--- src/rtl/ps2_key_sequencer.sv ---
// ---------------------------------------------------------------------------
// ps2_key_sequencer
//
// Drives the ps2_keyboard FIFO read handshake (kb_ready / kb_nextdata_n) and
// turns the raw scan byte stream into key events. E0 (extended) and F0
// (break) prefix bytes are folded into flags that qualify the next scan
// code. Each resulting key event is offered on a valid/ready interface. The
// block also tracks the currently held key and counts press events.
//
// A pending prefix flag that waits too long for its scan code is dropped and
// reported through a sticky error bit. A separate sticky bit records
// keyboard FIFO overflow.
//
// Optional feature:
//   TYPEMATIC_FILTER_EN  when defined, an auto-repeat press is dropped. An
//                        auto-repeat press is a press whose code and ext
//                        flag match the key already held. The byte is still
//                        popped and the prefix flags are still cleared.
//
// Parameters:
//   TIMEOUT_CYCLES  idle cycles after a prefix byte before the prefix drops
//   COUNT_W         width of press_count
//
// Ports:
//   clk            in   system clock
//   clrn           in   asynchronous active-low reset
//   kb_ready       in   keyboard FIFO non-empty
//   kb_data[7:0]   in   head-of-FIFO scan byte
//   kb_overflow    in   keyboard FIFO overflow
//   kb_nextdata_n  out  active-low FIFO pop, one-cycle pulse
//   ev_valid       out  key event available
//   ev_ready       in   consumer accepts event
//   ev_code[7:0]   out  scan code, prefix bytes stripped
//   ev_ext         out  event was E0-prefixed
//   ev_break       out  1 = release, 0 = press
//   held           out  a key is currently held
//   held_code[7:0] out  code of the held key (meaningful when held=1)
//   press_count    out  number of emitted press events, wraps
//   err_overflow   out  sticky: kb_overflow seen
//   err_prefix     out  sticky: a prefix timed out
//   clr_err        in   clears both sticky errors
// ---------------------------------------------------------------------------
module ps2_key_sequencer #(
    parameter int unsigned TIMEOUT_CYCLES = 1000000,
    parameter int unsigned COUNT_W        = 8
) (
    input  logic               clk,
    input  logic               clrn,
    input  logic               kb_ready,
    input  logic [7:0]         kb_data,
    input  logic               kb_overflow,
    output logic               kb_nextdata_n,
    output logic               ev_valid,
    input  logic               ev_ready,
    output logic [7:0]         ev_code,
    output logic               ev_ext,
    output logic               ev_break,
    output logic               held,
    output logic [7:0]         held_code,
    output logic [COUNT_W-1:0] press_count,
    output logic               err_overflow,
    output logic               err_prefix,
    input  logic               clr_err
);

    localparam int unsigned TO_W = $clog2(TIMEOUT_CYCLES) + 1;
    localparam logic [TO_W-1:0] TO_LAST = TO_W'(TIMEOUT_CYCLES - 1);

    localparam logic [7:0] CODE_EXT = 8'hE0;
    localparam logic [7:0] CODE_BRK = 8'hF0;

    typedef enum logic [1:0] {
        S_IDLE   = 2'd0,
        S_POP    = 2'd1,
        S_SETTLE = 2'd2
    } state_t;

    state_t             state_q, state_d;
    logic               nextdata_n_q, nextdata_n_d;
    logic [7:0]         byte_q, byte_d;
    logic               ext_q, ext_d;
    logic               brk_q, brk_d;
    logic [TO_W-1:0]    to_cnt_q, to_cnt_d;
    logic               ev_valid_q, ev_valid_d;
    logic [7:0]         ev_code_q, ev_code_d;
    logic               ev_ext_q, ev_ext_d;
    logic               ev_break_q, ev_break_d;
    logic               held_q, held_d;
    logic [7:0]         held_code_q, held_code_d;
    logic               held_ext_q, held_ext_d;
    logic [COUNT_W-1:0] press_count_q, press_count_d;
    logic               err_overflow_q, err_overflow_d;
    logic               err_prefix_q, err_prefix_d;

    logic pop_go;
    logic is_press;
    logic held_match;
    logic drop;
    logic timeout_hit;

    always_comb begin
        state_d        = state_q;
        nextdata_n_d   = nextdata_n_q;
        byte_d         = byte_q;
        ext_d          = ext_q;
        brk_d          = brk_q;
        to_cnt_d       = to_cnt_q;
        ev_valid_d     = ev_valid_q;
        ev_code_d      = ev_code_q;
        ev_ext_d       = ev_ext_q;
        ev_break_d     = ev_break_q;
        held_d         = held_q;
        held_code_d    = held_code_q;
        held_ext_d     = held_ext_q;
        press_count_d  = press_count_q;
        timeout_hit    = 1'b0;
        drop           = 1'b0;

        // A pending event blocks popping; the keyboard FIFO holds the backlog.
        pop_go     = (state_q == S_IDLE) && kb_ready && !ev_valid_q;
        is_press   = !brk_q;
        held_match = held_q && (held_code_q == byte_q) && (held_ext_q == ext_q);

        if (ev_valid_q && ev_ready) begin
            ev_valid_d = 1'b0;
        end

        case (state_q)
            S_IDLE: begin
                if (pop_go) begin
                    byte_d       = kb_data;
                    nextdata_n_d = 1'b0;
                    state_d      = S_POP;
                end
            end
            S_POP: begin
                nextdata_n_d = 1'b1;
                state_d      = S_SETTLE;
                if (byte_q == CODE_EXT) begin
                    ext_d = 1'b1;
                end else if (byte_q == CODE_BRK) begin
                    brk_d = 1'b1;
                end else begin
`ifdef TYPEMATIC_FILTER_EN
                    drop = is_press && held_match;
`else
                    drop = 1'b0;
`endif
                    if (!drop) begin
                        ev_valid_d = 1'b1;
                        ev_code_d  = byte_q;
                        ev_ext_d   = ext_q;
                        ev_break_d = brk_q;
                        if (is_press) begin
                            held_d        = 1'b1;
                            held_code_d   = byte_q;
                            held_ext_d    = ext_q;
                            press_count_d = press_count_q + COUNT_W'(1);
                        end else if (held_match) begin
                            held_d = 1'b0;
                        end
                    end
                    ext_d = 1'b0;
                    brk_d = 1'b0;
                end
            end
            // kb_ready needs one cycle after the pop before it is trustworthy.
            S_SETTLE: begin
                state_d = S_IDLE;
            end
            default: begin
                state_d = S_IDLE;
            end
        endcase

        // Prefix timeout: a pop in the same cycle takes precedence, so the
        // byte still decodes with its pending flags.
        if (pop_go) begin
            to_cnt_d = '0;
        end else if ((state_q == S_IDLE) && (ext_q || brk_q)) begin
            if (to_cnt_q == TO_LAST) begin
                timeout_hit = 1'b1;
                to_cnt_d    = '0;
                ext_d       = 1'b0;
                brk_d       = 1'b0;
            end else begin
                to_cnt_d = to_cnt_q + TO_W'(1);
            end
        end else if (!(ext_q || brk_q)) begin
            to_cnt_d = '0;
        end

        // Sticky errors: a set beats a simultaneous clear.
        if (kb_overflow) begin
            err_overflow_d = 1'b1;
        end else if (clr_err) begin
            err_overflow_d = 1'b0;
        end else begin
            err_overflow_d = err_overflow_q;
        end

        if (timeout_hit) begin
            err_prefix_d = 1'b1;
        end else if (clr_err) begin
            err_prefix_d = 1'b0;
        end else begin
            err_prefix_d = err_prefix_q;
        end
    end

    always_ff @(posedge clk or negedge clrn) begin
        if (!clrn) begin
            state_q        <= S_IDLE;
            nextdata_n_q   <= 1'b1;
            byte_q         <= '0;
            ext_q          <= 1'b0;
            brk_q          <= 1'b0;
            to_cnt_q       <= '0;
            ev_valid_q     <= 1'b0;
            ev_code_q      <= '0;
            ev_ext_q       <= 1'b0;
            ev_break_q     <= 1'b0;
            held_q         <= 1'b0;
            held_code_q    <= '0;
            held_ext_q     <= 1'b0;
            press_count_q  <= '0;
            err_overflow_q <= 1'b0;
            err_prefix_q   <= 1'b0;
        end else begin
            state_q        <= state_d;
            nextdata_n_q   <= nextdata_n_d;
            byte_q         <= byte_d;
            ext_q          <= ext_d;
            brk_q          <= brk_d;
            to_cnt_q       <= to_cnt_d;
            ev_valid_q     <= ev_valid_d;
            ev_code_q      <= ev_code_d;
            ev_ext_q       <= ev_ext_d;
            ev_break_q     <= ev_break_d;
            held_q         <= held_d;
            held_code_q    <= held_code_d;
            held_ext_q     <= held_ext_d;
            press_count_q  <= press_count_d;
            err_overflow_q <= err_overflow_d;
            err_prefix_q   <= err_prefix_d;
        end
    end

    assign kb_nextdata_n = nextdata_n_q;
    assign ev_valid      = ev_valid_q;
    assign ev_code       = ev_code_q;
    assign ev_ext        = ev_ext_q;
    assign ev_break      = ev_break_q;
    assign held          = held_q;
    assign held_code     = held_code_q;
    assign press_count   = press_count_q;
    assign err_overflow  = err_overflow_q;
    assign err_prefix    = err_prefix_q;

endmodule

--- config.mk ---
export PLATFORM = sky130hd
export DESIGN_NAME = ps2_key_sequencer
export DESIGN_NICKNAME = d
export VERILOG_FILES = /design/src/rtl/ps2_key_sequencer.sv
export SDC_FILE = /design/constraint.sdc
export NUM_CORES = 1
export LEC_CHECK = 0
export ABC_AREA = 1
export CAP_MARGIN = 25
export CORE_UTILIZATION = 47
export CTS_BUF_LIST = sky130_fd_sc_hd__clkbuf_4 sky130_fd_sc_hd__clkbuf_8 sky130_fd_sc_hd__clkbuf_16
export DETAILED_ROUTE_END_ITERATION = 7
export PLACE_DENSITY = 0.66
export SYNTH_ARGS = -nofsm -noshare
export SYNTH_HDL_FRONTEND = slang
export SYNTH_SLANG_ARGS = --single-unit
export TNS_END_PERCENT = 10
--- constraint.sdc ---
create_clock -name clk -period 3.7 [get_ports clk]
set_clock_uncertainty 0.2 [all_clocks]
set_input_delay 0.925 -clock clk [delete_from_list [all_inputs] [get_ports clk]]
set_output_delay 0.925 -clock clk [all_outputs]
set_load 0.02 [all_outputs]
* Yosys cells after proc, flatten, opt, wreduce, memory -nomap -nowiden
Cells that the tools add are included.
** Word-level totals
- Flip-flop bits (word level) :: 65
- Input bits :: 14
- Output and inout port bits :: 31
- Logic and storage cells :: 79
** Cells by class
- Add/subtract/negate cells :: 2
- Eq/ne operators :: 9
- Muxes and demuxes :: 32
- Bitwise logic cells :: 3
- Reductions and logical operators :: 17
** Operators by type and width (count)
- $mux W21 :: 4
- $mux W1 :: 25
- $add A21 B1 Y21 const B :: 1
- $eq A21 B20 Y1 const B :: 1
- $eq A8 B8 Y1 const B :: 2
- $add A8 B1 Y8 const B :: 1
- $eq A8 B8 Y1 :: 1
- $reduce_and A4 Y1 :: 2
- $logic_and A1 B1 Y1 :: 6
- $reduce_bool A2 Y1 :: 3
- $pmux W2 S2 :: 1
- $reduce_and A2 Y1 :: 2
- $ne A3 B2 Y1 const B :: 1
- $not A1 Y1 :: 3
- $reduce_and A3 Y1 :: 1
- $eq A2 B1 Y1 const B :: 1
- $logic_not A2 Y1 :: 1
- $mux W2 :: 1
- $ne A2 B1 Y1 const B :: 1
- $ne A2 B2 Y1 const B :: 1
- $pmux W1 S2 :: 1
- $eq A1 B1 Y1 :: 1
- $logic_not A1 Y1 :: 1
- $logic_or A1 B1 Y1 :: 1

* Longest topological paths before layout
Gate-level depths: netlist (run 1).
- Word-level depth :: 7
- Mapped depth :: 10
- Gate-level depth less buffers :: 9

* Worst setup path before layout (run 1)
Ideal clock, no wire load.
- Kind :: input to register
- Start :: in kb_ready
- End :: reg to_cnt_q[11]
- Setup time :: 0.071 ns
- Arrival time :: 1.643 ns
- Required time :: 3.429 ns
- Slack :: 1.786 ns
- Stages :: 8
- Path buffers :: 1
- Cells stage by stage :: inv_1 nor2_1 nor3_2 nand2_2 nand2_2 inv_2 buf_6 nor2_1
** Between the ends
- Cells in the longest elaborated chain, start to end :: 3
- Elaborated cells on any way between the ends :: 4
- Those cells by class :: eq/ne (1); mux (1); reduce/logical (2)
** Ends and longest elaborated chain
- start: declaration :: line 49 : input logic kb_ready,
- $logic_and A1 B1 Y1 * (2 in series) :: line 120 : pop_go = (state_q == S_IDLE) && kb_ready && !ev_valid_q;
- $ne A3 B2 Y1 (no source line) or $mux W21 (tied branches)
- end signal: assignment :: line 235 : to_cnt_q <= to_cnt_d;
- end: declaration :: line 83 : logic [TO_W-1:0] to_cnt_q, to_cnt_d;
Every way passes the cells marked *; elsewhere a longest branch is shown, timed or not.
A chain may end at the register's enable or synchronous reset.

* Final worst setup path (run 1)
- Start :: reg nextdata_n_q (netlist: kb_nextdata_n)
- End :: out kb_nextdata_n
** RTL lines
- start: declaration :: line 79 : logic nextdata_n_q, nextdata_n_d;
- start signal: assignment :: line 231 : nextdata_n_q <= nextdata_n_d;
- end: declaration :: line 52 : output logic kb_nextdata_n,
No word-level cell between the ends.

==> flow_summary.ini, run 1 <==
[worst_setup_path]
slowest_delay_ns = 0.60
cp_max_fo = 2
crit_chain = clkdlybuf4s50_1
cp_num_buf_inv = 1
cp_slowest_cell = clkdlybuf4s50_1
end_kind = primary output
worstPathRequired_ns = 2.57
crit_start = kb_nextdata_n$_DFFE_PN1P_
r2r_start = brk_q$_DFF_PN0_
arrival_ns = 1.47
crit_type = register to primary output
start_kind = register
crit_family = buffers and inverters

[flow_run]
cap_violations = 0

[floorplan]
dieArea_um2 = 7570
die_w_um = 87.0
die_y_um = 87.0
core-area_um2 = 6870
start_util = 0.495
row_count = 30
ioPinCount = 45

[synth]
synth_cell_type_count = 29
yosys_warnings = 0
ys_seq_elements = 65
synth_top_area_share = 0.471
synth-xor-area-share = 0.0464
synthesis.nets = 449
synth_top_family_by_area = simple AND/OR/NAND/NOR gates
synth-compound-area-share = 0.0416
synth_fa_ha_area_frac = 0.00737
netlist_area_um2 = 3400
avgSynthCellArea_um2 = 7.85
yosysTopAreaCell = dfrtp_1
yosys.area_share.simple = 0.341
seq_area_frac_synth = 0.479
synthTopCellsByArea = dfrtp_1 (47%), nand2_1 (13%), nor2_1 (6.4%)
synth_cells = 433
synth_mux_area_frac = 0

[global_routing]
grt_pass1_vias = 2635
antenna_found_initial = 0
grt_pass1_wl_um = 12300
grt.overflow.total = 0
grt_usage = 0.211
grt_max_degree = 42

[hold_path]
min_from = state_q[1]$_DFFE_PN0P_
hold_path.class = register to register

[route]
wl_per_cell_um = 12.3
route.vias.total = 2801
vias_per_cell = 4.81
wl_um = 7170
drc = 0
ant_nets = 0
drtIter0Drc = 132
dr.pass1.iters = 4

[cells_and_area]
drive_gt1_frac = 0.134
nNetsFinal = 497
regArea_um2 = 1630
post-route-util = 0.598
num-fill-cells = 638
syn_to_final_growth_pct = 21.0
multi_input_area_um2 = 1480
antenna-diode-count = 0

[clock_tree]
cts_sinks = 65
cts_tree = built
hold_buffers = 0
clockBufferDepth = 2
htreeDepth = 3
cts.reportedPaths.clkPinSlew_ns = 0.07
cts_resized = 0
clock-root-buffer = clkbuf_8
cts_inserted_buffers = 9
clock_latency_ns = 0.33
post_cts_buffers = 0

[power_and_ir_drop]
p_sw_mw = 0.994
power_leakage_nw = 1.97
switching_share = 0.384
pwr_density_cell_nw_per_um2 = 630
intPower_mw = 1.60
ir_drop_v = 0.000418
seqPwrFrac = 0.404
clkPwrFrac = 0.226
power_mw = 2.59
comb_power_share = 0.369

[sta]
maxSlewViolCount = 0
max_freq_ghz = 0.385
slew_headroom = 0.446
min_period_ns = 2.60
fin_ws_ns = 1.10
tightest_slew_ns = 0.832
setup_viol = 0
worst_hold_slack_ns = 0.271
layout_worst_path_cycle_share = 0.702
hold_violations = 0
rsz0062_at_grt = false
setup_tns_ns = 0

[placement]
dp_hpwl_um = 5230
pre_cts_ws_ns = 1.20
port_buffers = 44
place_congestion = 0.914

[run_status]
status = finished clean
==> path summary, 6_finish.rpt <==
path | to | slack (ns) | cells past startpoint
setup / recovery | kb_nextdata_n | 1.10 | 1
hold / removal | state_q[1]$_DFFE_PN0P_ | 0.27 | 1
setup reg to reg | to_cnt_q[18]$_DFFE_PN0P_ | 1.68 | 9
hold reg to reg | state_q[1]$_DFFE_PN0P_ | 0.27 | 1
max in group asynchronous | held_code[6]$_DFFE_PN0P_ | 2.49 | 3
min in group asynchronous | to_cnt_q[12]$_DFFE_PN0P_ | 0.36 | 2
==> flip-flops by register name, indices dropped and copies added, names as in the netlist <==
register and cells:
ev_break 1, ev_code 8, brk_q 1, kb_nextdata_n 1
err_prefix 1, to_cnt_q 21, held_code 8, held 1
state_q 2, press_count 8, held_ext_q 1, err_overflow 1
byte_q 8, ev_ext 1, ext_q 1, ev_valid 1
==> power groups by stage <==
stage          Combinational, mW  Clock, mW  Sequential [mW]
3_3_place_gp               0.943          0             1.06
4_1_cts                    0.963      0.597             1.05
5_1_grt                     1.06      0.630             1.07
6_report                   0.957      0.586             1.05
2_1_floorplan              0.511          0             1.16
3_5_place_dp               0.959          0             1.06
==> cells in the final DEF, fill, tap and decap left out <==
master           instances
inv_1                   45
nand2_1                117
xnor2_1                  6
nor2_4                   1
ha_1                     2
o21ai_0                 12
nand3_1                 34
nand3b_1                 1
clkinv_2                 2
dfstp_2                  1
dfrtp_1                 64
clkbuf_8                13
nand2_8                  1
o21ai_2                  1
o21ai_1                 13
nor2_1                  58
nand4_1                  9
buf_4                    2
nor2_2                   3
buf_2                    1
clkbuf_4                 1
nand2_2                 23
o21bai_1                 1
nor3_2                   1
clkdlybuf4s50_1         43
nand4_2                  2
inv_2                   11
nor2_8                   1
nor3_1                   4
xor2_1                  12
buf_12                   1
==> per-stage QoR <==
stage | std cells | area [um2]
floorplan | 433 | 3400
global placement | 565 | 3890
detailed placement | 565 | 3890
CTS | 581 | 4090
global route | 582 | 4110
finish | 582 | 4110
==> cell type report <==
class,count,area share
Timing Repair Buffer,47,0.114
Multi-Input combinational cell,302,0.361
Inverter,56,0.0512
Clock inverter,2,0.00244
Sequential cell,65,0.396
Clock buffer,14,0.0454
Tap cell,96,0.0292
==> Yosys cell counts, drive strengths merged <==
cell and number:
o21bai 1, buf 9, nand3 34, nand3b 1, dfstp 1, nand4 11
clkbuf 1, nor2 63, dfrtp 64, inv 56, o21ai 26, ha 2
nor3 5, xor2 12, xnor2 6, nand2 141
==> cells by family (layout without fill, tap and decap cells) <==
| group | count (synthesis) | in the layout |
|---|---|---|
| adders and majority gates | 2 | 2 |
| and+or+nand+nor | 255 | 255 |
| xor gates and xnor gates | 18 | 18 |
| buffers and inverters | 66 | 119 |
| DFF | 65 | 65 |
| AOI/OAI and AO/OA | 27 | 27 |
==> layer usage <==
metal / global-route usage / wire length (um) / part of all wire
met2: 0.306 / 3040 / 0.42
met3: 0.0351 / 292 / 0.041
met4: 0.0682 / 91 / 0.013
met5: 0 / 0 / 0
met1: 0.319 / 3740 / 0.52
Note: power is estimated with default switching activity, not from simulation.
==> run 2, diff against run 1 <==
==> constraint.sdc (replaced) <==
create_clock -name clk -period 2.6 [get_ports clk]
set_clock_uncertainty 0.2 [all_clocks]
set_input_delay 0.65 -clock clk [delete_from_list [all_inputs] [get_ports clk]]
set_output_delay 0.65 -clock clk [all_outputs]
set_load 0.02 [all_outputs]
==> run 2 against run 1 <==
Net effect: die area is the same; clock power grew 40%; non-clock buffer count shrank 1; global-route usage grew 0.50 points; critical path depth is the same; design area shrank 0.24%; sequential share of layout area grew 0.097 points; total power grew 42%; hold slack lost 0.14 ns; clock-buffer cell count is the same; combinational power grew 43%.
==> flow_summary.ini, run 2 (synthesis results as in run 1) <==
[power_and_ir_drop]
ir_drop_v = 0.000563
pwr_density_cell_nw_per_um2 = 897
power_leakage_nw = 1.96
power_mw = 3.68

[sta]
fin_ws_ns = 0.275
setup_viol = 0
max_freq_ghz = 0.430
slew_headroom = 0.453
min_period_ns = 2.32
maxSlewViolCount = 0
tightest_slew_ns = 0.821
layout_worst_path_cycle_share = 0.894
rsz0062_at_grt = false
worst_hold_slack_ns = 0.130
hold_violations = 0
setup_tns_ns = 0

[worst_setup_path]
slowest_delay_ns = 0.60
start_kind = register
worstRegToRegCells = 4
crit_type = register to primary output
cp_max_fo = 2
crit_chain = clkdlybuf4s50_1
cp_slowest_cell = clkdlybuf4s50_1
worstPathRequired_ns = 1.75
crit_family = buffers and inverters
cp_num_buf_inv = 1
end_kind = primary output
crit_cells = 1
arrival_ns = 1.47

[cells_and_area]
num-fill-cells = 629
top_register = to_cnt_q
layout_commonest_cell = nand2_1
final_area_um2 = 4100
largest_reg_flops = 21
nNetsFinal = 496
final_cell_mix = nand2_1 (117), dfrtp_1 (64), nor2_1 (58)
syn_to_final_growth_pct = 20.7
drive_gt1_frac = 0.132
antenna-diode-count = 0

[clock_tree]
cts_tree = built
clock-root-buffer = clkbuf_8
cts_resized = 0
clockBufferDepth = 2
post_cts_buffers = 0
hold_buffers = 0
htreeDepth = 3
cts.reportedPaths.clkPinSlew_ns = 0.07
cts_sinks = 65
clock_latency_ns = 0.34
cts_inserted_buffers = 9

[floorplan]
die_w_um = 87.0
die_y_um = 87.0
core-area_um2 = 6870
row_count = 30
dieArea_um2 = 7570
start_util = 0.495
ioPinCount = 45

[placement]
dp_hpwl_um = 5190
pre_cts_ws_ns = 0.393
place_congestion = 0.911
dpl_cell_area_um2 = 3910
port_buffers = 44

[route]
dr.pass1.iters = 4
route.vias.total = 2835
wl_um = 7320
drc = 0
ant_nets = 0
wl_per_cell_um = 12.6
drtIter0Drc = 176
vias_per_cell = 4.88

[run_status]
status = finished clean

[hold_path]
hold_path.class = primary input to async pin

[flow_run]
cap_violations = 0

[global_routing]
grt_pass1_wl_um = 12500
antenna_found_initial = 0
grt_max_degree = 66
grt_pass1_vias = 2677
grt_usage = 0.216
grt.overflow.total = 0
## run 2: cell types whose count changed in the layout (fill, tap and decap cells not counted)
cell / before / now
buf_4: 2 / 1
clkbuf_4: 1 / 2
clkbuf_8: 13 / 12
clkinv_2: 2 / 1
clkinv_4: 0 / 1
## run 2: worst register-to-register path: stages (launching register included)
cell	delay [ns]
dfrtp_1	0.44
inv_2	0.11
nand4_2	0.18
o21ai_2	0.70
o21ai_0	0.21
## run 2: final cells by class
cell class	instances	area [um2]	area share
clock buffer	14	180	0.0440
inverter	56	210	0.0513
tap	96	120	0.0293
sequential	65	1630	0.397
multi-input combinational	302	1480	0.362
clock inverter	2	13.8	0.00336
timing repair buffer	46	463	0.113
## run 2: final timing paths
check                      slack [ns]                        end                      start
max                              0.28              kb_nextdata_n  kb_nextdata_n$_DFFE_PN1P_
min                              0.13   to_cnt_q[17]$_DFFE_PN0P_                       clrn
max reg2reg                      0.58         ev_valid$_DFF_PN0_      byte_q[2]$_DFFE_PN0P_
min reg2reg                      0.27     state_q[1]$_DFFE_PN0P_     state_q[1]$_DFFE_PN0P_
max in group asynchronous        1.75  kb_nextdata_n$_DFFE_PN1P_                       clrn
min in group clk                 0.27     state_q[1]$_DFFE_PN0P_     state_q[1]$_DFFE_PN0P_
## run 2: routing by layer
metal / track usage / wire, um
met3: 0.0578 / 326
met1: 0.310 / 3690
met5: 0 / 0
met2: 0.317 / 3220
met4: 0.0682 / 95
## run 2: power by group
part | switching [mW] | leakage, nW | internal [mW]
sequential | 0.234 | 0.856 | 1.25
clock | 0.376 | 0.104 | 0.447
combinational | 0.812 | 0.998 | 0.557
## run 2: through the flow
step,utilization,cells
2_1_floorplan,-,433
3_3_place_gp,0.568,565
3_5_place_dp,0.568,565
4_1_cts,0.597,581
5_1_grt,0.597,581
6_report,0.597,581
